### config.mk
export PLATFORM = sky130hd
export DESIGN_NAME = slice_decode_sequencer_flat
export DESIGN_NICKNAME = d
export VERILOG_FILES = /design/src/rtl/slice_decode_sequencer_if.sv /design/src/rtl/slice_decode_sequencer.sv /design/src/flat_wrapper.sv
export SDC_FILE = /design/constraint.sdc
export NUM_CORES = 1
export LEC_CHECK = 0
export BUFFER_PORTS_ARGS = -buffer_cell sky130_fd_sc_hd__buf_2
export CAP_MARGIN = 0
export CORE_UTILIZATION = 45
export CTS_BUF_LIST = sky130_fd_sc_hd__clkbuf_8
export DETAILED_ROUTE_END_ITERATION = 10
export PLACE_DENSITY = 0.74
export SLEW_MARGIN = 30
export SYNTH_ARGS = -nofsm -noshare
export SYNTH_HDL_FRONTEND = slang
export SYNTH_SLANG_ARGS = --single-unit
### constraint.sdc
create_clock -name clock -period 9.85 [get_ports clock]
set_input_delay 0.4925 -clock clock [delete_from_list [all_inputs] [get_ports clock]]
set_output_delay 0.4925 -clock clock [all_outputs]
set_load 0.02 [all_outputs]
### src/rtl/slice_decode_sequencer_if.sv
// Slice decode sequencer bus: slice control, VLD handshakes and status.
// Clock and reset stay as plain ports on the sequencer.
interface slice_decode_sequencer_if;
  logic        slice_start;
  logic [31:0] block_num;
  logic        dc_coef_valid;
  logic        ac_pos_valid;
  logic [6:0]  ac_pos_inc;
  logic        slice_bits_empty;
  logic        dc_vld_reset;
  logic        ac_vld_reset;
  logic [31:0] dc_index;
  logic [31:0] ac_position;
  logic        idct_start;
  logic        slice_done;
  logic        busy;
  logic        ac_overrun;
  logic [31:0] cycle_count;

  modport master (
    output slice_start, block_num, dc_coef_valid,
    output ac_pos_valid, ac_pos_inc, slice_bits_empty,
    input  dc_vld_reset, ac_vld_reset, dc_index,
    input  ac_position, idct_start, slice_done,
    input  busy, ac_overrun, cycle_count
  );

  modport slave (
    input  slice_start, block_num, dc_coef_valid,
    input  ac_pos_valid, ac_pos_inc, slice_bits_empty,
    output dc_vld_reset, ac_vld_reset, dc_index,
    output ac_position, idct_start, slice_done,
    output busy, ac_overrun, cycle_count
  );
endinterface

### src/rtl/slice_decode_sequencer.sv
// Decode-side slice sequencer: releases DC then AC VLDs, counts what they
// report, fires the IDCT, waits out its latency and flags slice completion.
module slice_decode_sequencer #(
  parameter int IDCT_TIME = 12
) (
  input logic                     clock,
  input logic                     reset_n,
  slice_decode_sequencer_if.slave bus
);

  typedef enum logic [2:0] {
    S_IDLE,
    S_DC,
    S_AC,
    S_IDCT,
    S_DONE
  } state_t;

  localparam logic [31:0] WAIT_INIT = 32'(IDCT_TIME - 1);

  state_t      r_state;
  logic [31:0] r_block_q;
  logic [31:0] r_ac_total;
  logic [31:0] r_wait;
  logic        r_dc_vld_reset;
  logic        r_ac_vld_reset;
  logic [31:0] r_dc_index;
  logic [31:0] r_ac_position;
  logic        r_idct_start;
  logic        r_slice_done;
  logic        r_busy;
  logic        r_ac_overrun;
  logic [31:0] r_cycle_count;

  logic [31:0] w_inc;
  logic [31:0] w_sum;
  logic        w_dc_last;

  assign w_inc = bus.ac_pos_valid ? {25'd0, bus.ac_pos_inc} : 32'd0;
  assign w_sum = r_ac_position + w_inc;
  assign w_dc_last = (r_dc_index == r_block_q - 32'd1);

  always_ff @(posedge clock or negedge reset_n) begin
    if (!reset_n) begin
      r_state        <= S_IDLE;
      r_block_q      <= '0;
      r_ac_total     <= '0;
      r_wait         <= '0;
      r_dc_vld_reset <= 1'b0;
      r_ac_vld_reset <= 1'b0;
      r_dc_index     <= '0;
      r_ac_position  <= '0;
      r_idct_start   <= 1'b0;
      r_slice_done   <= 1'b0;
      r_busy         <= 1'b0;
      r_ac_overrun   <= 1'b0;
      r_cycle_count  <= '0;
    end else begin
      r_idct_start <= 1'b0;
      r_slice_done <= 1'b0;
      if (r_busy)
        r_cycle_count <= r_cycle_count + 32'd1;
      unique case (r_state)
        S_IDLE: begin
          if (bus.slice_start) begin
            r_block_q     <= bus.block_num;
            r_ac_total    <= 32'd63 * bus.block_num;
            r_dc_index    <= '0;
            r_ac_position <= '0;
            r_ac_overrun  <= 1'b0;
            r_cycle_count <= '0;
            r_busy        <= 1'b1;
            if (bus.block_num != 32'd0) begin
              r_state        <= S_DC;
              r_dc_vld_reset <= 1'b1;
            end else begin
              // Empty slice: skip both VLDs and go straight to the IDCT
              r_state      <= S_IDCT;
              r_idct_start <= 1'b1;
              r_wait       <= WAIT_INIT;
            end
          end
        end
        S_DC: begin
          if (bus.dc_coef_valid) begin
            r_dc_index <= r_dc_index + 32'd1;
            if (w_dc_last) begin
              r_state        <= S_AC;
              r_dc_vld_reset <= 1'b0;
              r_ac_vld_reset <= 1'b1;
            end
          end
        end
        S_AC: begin
          if (bus.ac_pos_valid)
            r_ac_position <= w_sum;
          if (w_sum > r_ac_total)
            r_ac_overrun <= 1'b1;
          // Early bit exhaustion leaves trailing positions as implicit zeros
          if (w_sum >= r_ac_total || bus.slice_bits_empty) begin
            r_state        <= S_IDCT;
            r_ac_vld_reset <= 1'b0;
            r_idct_start   <= 1'b1;
            r_wait         <= WAIT_INIT;
          end
        end
        S_IDCT: begin
          if (r_wait == 32'd0) begin
            r_state      <= S_DONE;
            r_slice_done <= 1'b1;
          end else begin
            r_wait <= r_wait - 32'd1;
          end
        end
        S_DONE: begin
          r_state <= S_IDLE;
          r_busy  <= 1'b0;
        end
        default: r_state <= S_IDLE;
      endcase
    end
  end

  assign bus.dc_vld_reset = r_dc_vld_reset;
  assign bus.ac_vld_reset = r_ac_vld_reset;
  assign bus.dc_index     = r_dc_index;
  assign bus.ac_position  = r_ac_position;
  assign bus.idct_start   = r_idct_start;
  assign bus.slice_done   = r_slice_done;
  assign bus.busy         = r_busy;
  assign bus.ac_overrun   = r_ac_overrun;
  assign bus.cycle_count  = r_cycle_count;

endmodule
### src/flat_wrapper.sv
// flat-port wrapper written by rule: the top's interface ports become plain ports
module slice_decode_sequencer_flat 
#(
  parameter int IDCT_TIME = 12
)
  (clock, reset_n, bus_slice_start, bus_block_num, bus_dc_coef_valid, bus_ac_pos_valid, bus_ac_pos_inc, bus_slice_bits_empty, bus_dc_vld_reset, bus_ac_vld_reset, bus_dc_index, bus_ac_position, bus_idct_start, bus_slice_done, bus_busy, bus_ac_overrun, bus_cycle_count);
  slice_decode_sequencer_if bus_i ();
  input logic clock;
  input logic reset_n;
  input wire logic [$bits(bus_i.slice_start)-1:0] bus_slice_start;
  input wire logic [$bits(bus_i.block_num)-1:0] bus_block_num;
  input wire logic [$bits(bus_i.dc_coef_valid)-1:0] bus_dc_coef_valid;
  input wire logic [$bits(bus_i.ac_pos_valid)-1:0] bus_ac_pos_valid;
  input wire logic [$bits(bus_i.ac_pos_inc)-1:0] bus_ac_pos_inc;
  input wire logic [$bits(bus_i.slice_bits_empty)-1:0] bus_slice_bits_empty;
  output wire logic [$bits(bus_i.dc_vld_reset)-1:0] bus_dc_vld_reset;
  output wire logic [$bits(bus_i.ac_vld_reset)-1:0] bus_ac_vld_reset;
  output wire logic [$bits(bus_i.dc_index)-1:0] bus_dc_index;
  output wire logic [$bits(bus_i.ac_position)-1:0] bus_ac_position;
  output wire logic [$bits(bus_i.idct_start)-1:0] bus_idct_start;
  output wire logic [$bits(bus_i.slice_done)-1:0] bus_slice_done;
  output wire logic [$bits(bus_i.busy)-1:0] bus_busy;
  output wire logic [$bits(bus_i.ac_overrun)-1:0] bus_ac_overrun;
  output wire logic [$bits(bus_i.cycle_count)-1:0] bus_cycle_count;
  assign bus_i.slice_start = bus_slice_start;
  assign bus_i.block_num = bus_block_num;
  assign bus_i.dc_coef_valid = bus_dc_coef_valid;
  assign bus_i.ac_pos_valid = bus_ac_pos_valid;
  assign bus_i.ac_pos_inc = bus_ac_pos_inc;
  assign bus_i.slice_bits_empty = bus_slice_bits_empty;
  assign bus_dc_vld_reset = bus_i.dc_vld_reset;
  assign bus_ac_vld_reset = bus_i.ac_vld_reset;
  assign bus_dc_index = bus_i.dc_index;
  assign bus_ac_position = bus_i.ac_position;
  assign bus_idct_start = bus_i.idct_start;
  assign bus_slice_done = bus_i.slice_done;
  assign bus_busy = bus_i.busy;
  assign bus_ac_overrun = bus_i.ac_overrun;
  assign bus_cycle_count = bus_i.cycle_count;
  slice_decode_sequencer #(.IDCT_TIME(IDCT_TIME)) u_core (.clock(clock), .reset_n(reset_n), .bus(bus_i));
endmodule
==> flow_metrics.tcl, run 1 <==
set metrics [dict create \
    hold_violations 0 \
    slew_headroom_pct 38.0 \
    synth_seq_cells 200 \
    drt-pass1-iter-count 8 \
    synth_cells 1764 \
    start_util_pct 46.1 \
    setup_violations 0 \
    fp-row-count 67 \
    rsz0062_at_grt "no" \
    crit_chain "ha_1, inv_1, fa_1, nor2b_1, o21ai_0, a21boi_0, o21a_1, o21ai_0, a2111oi_4, and2_1, nand2_1, xnor2_1, ha_1, a21o_1, a21oi_1, o21a_1, nor2_1, a2111oi_1, and3_1, buf_4, nor2_1, a311o_1" \
    finalCriticalPeriod_ns 6.06 \
    die_w_um 188 \
    cts_tree "built" \
    grt_max_degree 111 \
    die_h_um 188 \
    clk_pin_slew_ns 0.10 \
    holdBufCountCts 0 \
    diodes 0 \
    ys_seq_area_share_pct 32.2 \
    worstSkewPairLatency_ns 0.50 \
    post_drt_wl_per_cell_um 15.8 \
    synth-edff-count 0 \
    setup_tns_ns 0 \
    vdd_ir_drop_max_v 0.000101 \
    end_kind "register" \
    outcome "complete, no violations" \
    cap_violations 0 \
    viasPerCell 5.56 \
    nFillCells 3193 \
    crit_path_max_fanout 59 \
    antenna_left 0 \
    final.setup_skew_ns 0.0231 \
    slew_violations 0 \
    slowest_delay_ns 0.77 \
    tightest_slew_ns 0.930 \
    drt-total-wl_um 36600 \
    cts_max_level 4 \
    cts_setup_buffers 0 \
    drt-initial-drc-count 849 \
    p_per_area_nw_per_um2 236 \
    post_cts_resized 0 \
    grt_pass1_wl_um 61600 \
    path_class "register to register" \
    startpoint_type "register" \
    area_growth_syn_to_layout_pct 9.49 \
    boundaryPins 147 \
    cts_buffers 17 \
    synth_area_um2 15500 \
    arrival_ns 6.43 \
    syn_avg_cell_area_um2 8.80 \
    post-route-period-util_pct 61.5 \
    clk_path_buf_depth 2 \
    antenna_found_initial 2 \
    hpwlAfterDp_um 28100 \
    hold-worst-slack_ns 0.0414 \
    ys.flop_type "dfrtp_1" \
    cts_root_buffer "clkbuf_8" \
    gp_congestion 0.926 \
    fmax_ghz 0.165 \
    clock-sinks 200 \
    leakage_nw 8.31 \
    syn_nets 1984 \
    grt.total_usage_pct 21.3 \
    drive_gt1_share_pct 11.2 \
    coreArea_um2 33700 \
    hold_path_class "primary input to asynchronous set/reset pin" \
    yosysUniqueCellTypes 76 \
    slowest_stage "a2111oi_4" \
    ys_async_sr_fraction_pct 100 \
    grt_pass1_vias 12433 \
    fp.dieArea_um2 35200 \
    gr-total-overflow 0 \
    cp_data_required_time_ns 10.22 \
    layout.nets 2080 \
    vias 12909 \
    yosys_warnings 0 \
    portBuffers 146 \
    drcViolationCount 0 \
]
[critical path: cells and delay by family (launching register included)]
kind                       cells  cell delay, ns
AOI/OAI and AO/OA             10            3.14
and+or+nand+nor                6            0.92
adders and majority gates      3            0.88
buffers and inverters          2            0.47
DFF                            1            0.40
xor gates and xnor gates       1            0.15
[through the flow]
stage	utilization, %	total power [W]	setup slack (ns)	instances	cell area, µm²
6_report	50.4	0.00401	3.79	2321	17000
5_1_grt	50.4	0.00437	3.39	2321	17000
4_1_cts	50.4	0.00403	3.85	2320	17000
3_5_place_dp	49.2	0.00347	3.48	2288	16600
3_3_place_gp	49.2	0.00340	2.85	2288	16600
2_1_floorplan	-	0.00292	4.30	1764	15500
[layout by cell type, fill, tap and decap left out, types with 6 or more instances in the layout]
cell and instances:
o21a_1 6, nor2b_1 8, or3_1 32, fa_1 84
nand3_1 65, xnor2_1 67, a21o_1 27, a22o_1 6
nand4_1 39, xor2_1 86, or4_1 9, o41ai_1 6
mux2i_1 9, o21ai_0 135, buf_4 7, inv_1 197
clkbuf_8 18, and2_1 16, nor4_1 18, nor2_1 134
buf_2 145, nand2b_1 9, nand4b_1 7, o211ai_1 7
a21oi_1 73, o31ai_1 21, nor3_1 35, a31oi_1 26
nand2_1 150, and4_1 9, dfrtp_1 200, ha_1 91
and3_1 33
[synth_stat cells (6+ instances only)]
library cell,number,area (µm²)
o31ai_1,21,158
buf_1,8,30.0
o21ai_0,135,676
o211ai_1,7,52.6
or3_1,32,200
and2_1,16,100
a31oi_1,26,163
nand4_1,39,244
a21oi_1,73,365
nor4_1,18,113
nand4b_1,7,61.3
nor2_1,135,507
fa_1,84,1680
nand3_1,65,325
inv_1,197,739
o41ai_1,6,52.6
nor2b_1,8,50.1
mux2i_1,9,90.1
and4_1,9,78.8
xnor2_1,67,587
and3_1,33,206
a21o_1,27,203
nand2b_1,9,56.3
ha_1,91,1140
o21a_1,6,45.0
nor3_1,35,175
a22o_1,6,52.6
nand2_1,151,567
dfrtp_1,200,5000
or4_1,9,67.6
clkbuf_1,62,233
xor2_1,86,753
[logic make-up (layout without fill, tap and decap cells)]
family	after synthesis	count (layout)	synth area share, %
AND/OR/NAND/NOR	595	595	19.4
adder cells (fa/ha/maj)	175	175	18.2
multiplexers	9	9	0.580
flip-flops	200	200	32.2
XOR/XNOR	153	153	8.63
AO/OA/AOI/OAI	357	357	14.2
buffers and inverters	275	384	6.84
[per-layer routing]
layer / part of all wire (%) / GRT usage, % / routed length, µm
met1: 45 / 28.8 / 16500
met2: 49 / 35.7 / 18000
met3: 4.6 / 3.33 / 1700
met4: 1.1 / 4.69 / 417
met5: 0.068 / 0 / 25
[path summary, 6_finish.rpt]
| check | start | endpoint | slack [ns] | cells past startpoint |
|---|---|---|---|---|
| max in group asynchronous | reset_n | u_core.bus.ac_position[2]$_DFFE_PN0P_ | 8.04 | 3 |
| hold / removal | reset_n | u_core.bus.cycle_count[23]$_DFF_PN0_ | 0.04 | 1 |
| setup reg to reg | u_core.bus.ac_position[0]$_DFFE_PN0P_ | u_core.r_wait[3]$_DFFE_PN0P_ | 3.79 | 22 |
| min in group clock | bus_block_num[31] | u_core.r_block_q[31]$_DFFE_PN0P_ | 0.27 | 3 |
| setup / recovery | u_core.bus.ac_position[0]$_DFFE_PN0P_ | u_core.r_wait[3]$_DFFE_PN0P_ | 3.79 | 22 |
| hold reg to reg | u_core.r_ac_total[11]$_DFFE_PN0P_ | u_core.r_ac_total[11]$_DFFE_PN0P_ | 0.49 | 2 |
[report_power, final]
group	leakage (nW)	internal, W	switching, W	total [W]
clock network	0.199	0.000211	0.000332	0.000543
registers	2.64	0.00104	0.000274	0.00131
logic	5.47	0.000898	0.00125	0.00215
total	8.31	0.00215	0.00186	0.00401
[registers in the layout, summed over array words and instances, names as in the netlist]
register and count:
u_core.bus.ac_position 32, u_core.bus.cycle_count 32, u_core.bus.dc_index 32, u_core.r_block_q 32, u_core.r_wait 32, u_core.r_ac_total 31
u_core.r_state 3, u_core.bus.ac_overrun 1, u_core.bus.ac_vld_reset 1, u_core.bus.busy 1, u_core.bus.dc_vld_reset 1, u_core.bus.idct_start 1
u_core.bus.slice_done 1
[layout make-up]
cell class | count | area [µm²] | area share (%)
flip-flops and latches | 200 | 5000 | 29.4
inverters | 197 | 739 | 4.35
repair buffers | 155 | 815 | 4.79
clock inverters | 15 | 158 | 0.927
well taps | 448 | 561 | 3.30
multi-input cells | 1289 | 9490 | 55.8
clock buffers | 17 | 234 | 1.38
(Power assumes the default switching activity.)
==> inputs of run 2 (changes only) <==
==> constraint.sdc (replaced) <==
create_clock -name clock -period 6.1 [get_ports clock]
set_input_delay 0.305 -clock clock [delete_from_list [all_inputs] [get_ports clock]]
set_output_delay 0.305 -clock clock [all_outputs]
set_load 0.02 [all_outputs]
==> run 2 against run 1 <==
Against the previous run:
- routed wire length grew 1.0%
- final cell count grew 0.26%
- hold slack gained 0.047 ns
- clock power grew 53%
- clock skew shrank 0.0015 ns
- largest cell class unchanged
- largest power group unchanged
==> flow_metrics.tcl, run 2 (synthesis gave the netlist of run 1 again) <==
set metrics [dict create \
    outcome "complete, no violations" \
    fp.dieArea_um2 35200 \
    hpwlAfterDp_um 28500 \
    drt-total-wl_um 37000 \
    setup_tns_ns 0 \
    wl_met3_um 1690 \
    tightest_slew_ns 0.955 \
    wl_met1_um 17000 \
    fp-row-count 67 \
    hold_violations 0 \
    area_growth_syn_to_layout_pct 9.84 \
    cap_violations 0 \
    p_per_area_nw_per_um2 380 \
    cts_buffers 17 \
    vdd_ir_drop_max_v 0.000202 \
    coreArea_um2 33700 \
    end_kind "register" \
    antenna_found_initial 2 \
    gp_congestion 0.908 \
    rsz0062_at_grt "no" \
    wl_met2_um 17400 \
    nFillCells 3160 \
    worstSkewPairLatency_ns 0.49 \
    crit_path_max_fanout 16 \
    cp_data_required_time_ns 6.48 \
    die_w_um 188 \
    hold-worst-slack_ns 0.0887 \
    final.setup_skew_ns 0.0216 \
    cts_root_buffer "clkbuf_8" \
    post_drt_wl_per_cell_um 15.9 \
    drt-initial-drc-count 879 \
    hold_path_class "primary input to register" \
    diodes 0 \
    arrival_ns 5.91 \
    clk_pin_slew_ns 0.11 \
    mostFrequentLayoutCell "dfrtp_1" \
    power_switching_w 0.00303 \
    rrSetupSlack_ns 0.57 \
    drt-pass1-iter-count 8 \
    boundaryPins 147 \
    clk_path_buf_depth 2 \
    swShare_pct 46.8 \
    cts_setup_buffers 0 \
    antenna_left 0 \
    final_cell_mix "dfrtp_1 (200), inv_1 (198), nand2_1 (151)" \
    cts_tree "built" \
    gr-total-overflow 0 \
    internal-power_w 0.00345 \
    p_clk_share_pct 12.8 \
    final_cells 2327 \
    pwr-share-comb_pct 54.6 \
    path_class "register to register" \
    post_cts_resized 0 \
    setup_violations 0 \
    start_util_pct 46.1 \
    portBuffers 146 \
    highest_layer "met5" \
    grt.total_usage_pct 21.5 \
    vias 12983 \
    viasPerCell 5.58 \
    holdBufCountCts 1 \
    grt_pass1_wl_um 62500 \
    slew_violations 0 \
    power_frac_seq_pct 32.6 \
    finalCriticalPeriod_ns 5.53 \
    slew_headroom_pct 35.8 \
    startpoint_type "register" \
    grt_max_degree 161 \
    post-route-period-util_pct 90.7 \
    total_power_w 0.00648 \
    drive_gt1_share_pct 11.3 \
    fmax_ghz 0.181 \
    finish.utilization_pct 50.6 \
    layout.nets 2086 \
    dp_cells 2293 \
    clock-sinks 200 \
    die_h_um 188 \
    leakage_nw 8.34 \
    cts_max_level 4 \
    drcViolationCount 0 \
    grt_pass1_vias 12639 \
]
-- run 2: per-layer routing --
layer	global-route usage [%]	vias to the layer above
li1	-	6246
met1	29.6	6371
met2	34.8	308
met3	3.86	54
met4	5.82	4
met5	0	-
-- run 2: worst paths after layout --
check                                                       end                                  start  cells past startpoint
setup / recovery                   u_core.r_wait[3]$_DFFE_PN0P_  u_core.bus.ac_position[0]$_DFFE_PN0P_                     23
max in group asynchronous     u_core.bus.ac_overrun$_DFFE_PN0P_                                reset_n                      4
hold / removal                 u_core.r_block_q[31]$_DFFE_PN0P_                      bus_block_num[31]                      3
hold reg to reg               u_core.r_ac_total[22]$_DFFE_PN0P_      u_core.r_ac_total[22]$_DFFE_PN0P_                      2
min in group asynchronous  u_core.bus.cycle_count[23]$_DFF_PN0_                                reset_n                      2
setup reg to reg                   u_core.r_wait[3]$_DFFE_PN0P_  u_core.bus.ac_position[0]$_DFFE_PN0P_                     23
-- run 2: power groups by stage --
stage	Combinational (W)	Clock (W)	Sequential [W]
5_1_grt	0.00399	0.000910	0.00218
6_report	0.00354	0.000832	0.00211
3_3_place_gp	0.00340	0	0.00212
4_1_cts	0.00353	0.000857	0.00211
2_1_floorplan	0.00258	0	0.00214
3_5_place_dp	0.00351	0	0.00213
-- run 2: area by class of cell --
type	count	area [µm²]	area share [%]
repair buffers	161	903	5.30
flip-flops and latches	200	5000	29.4
inverters	197	739	4.34
well taps	448	561	3.29
clock inverters	15	133	0.778
multi-input cells	1289	9480	55.6
clock buffers	17	234	1.37
-- run 2: worst max-delay path, cell delays in order (launching register included) --
cell and delay [ns]:
dfrtp_1 0.38, ha_1 0.17, inv_1 0.05, fa_1 0.39, nor2b_1 0.13, o21ai_0 0.10, a21boi_0 0.25, o21a_1 0.16
o21ai_0 0.16, a2111oi_2 0.43, buf_4 0.25, and2_1 0.16, nand2_1 0.08, xnor2_1 0.15, ha_1 0.30, a21o_1 0.16
a21oi_1 0.13, o21a_1 0.13, nor2_1 0.06, a2111oi_0 0.49, buf_4 0.21, and3_1 0.56, nor2_1 0.15, a311o_1 0.37
-- run 2: per-stage QoR --
step	setup WS [ns]	area, µm²
after floorplan	0.645	15500
after global placement	0.384	16600
after detailed placement	0.436	16600
after CTS	0.603	17000
after global routing	0.0680	17100
final	0.566	17100
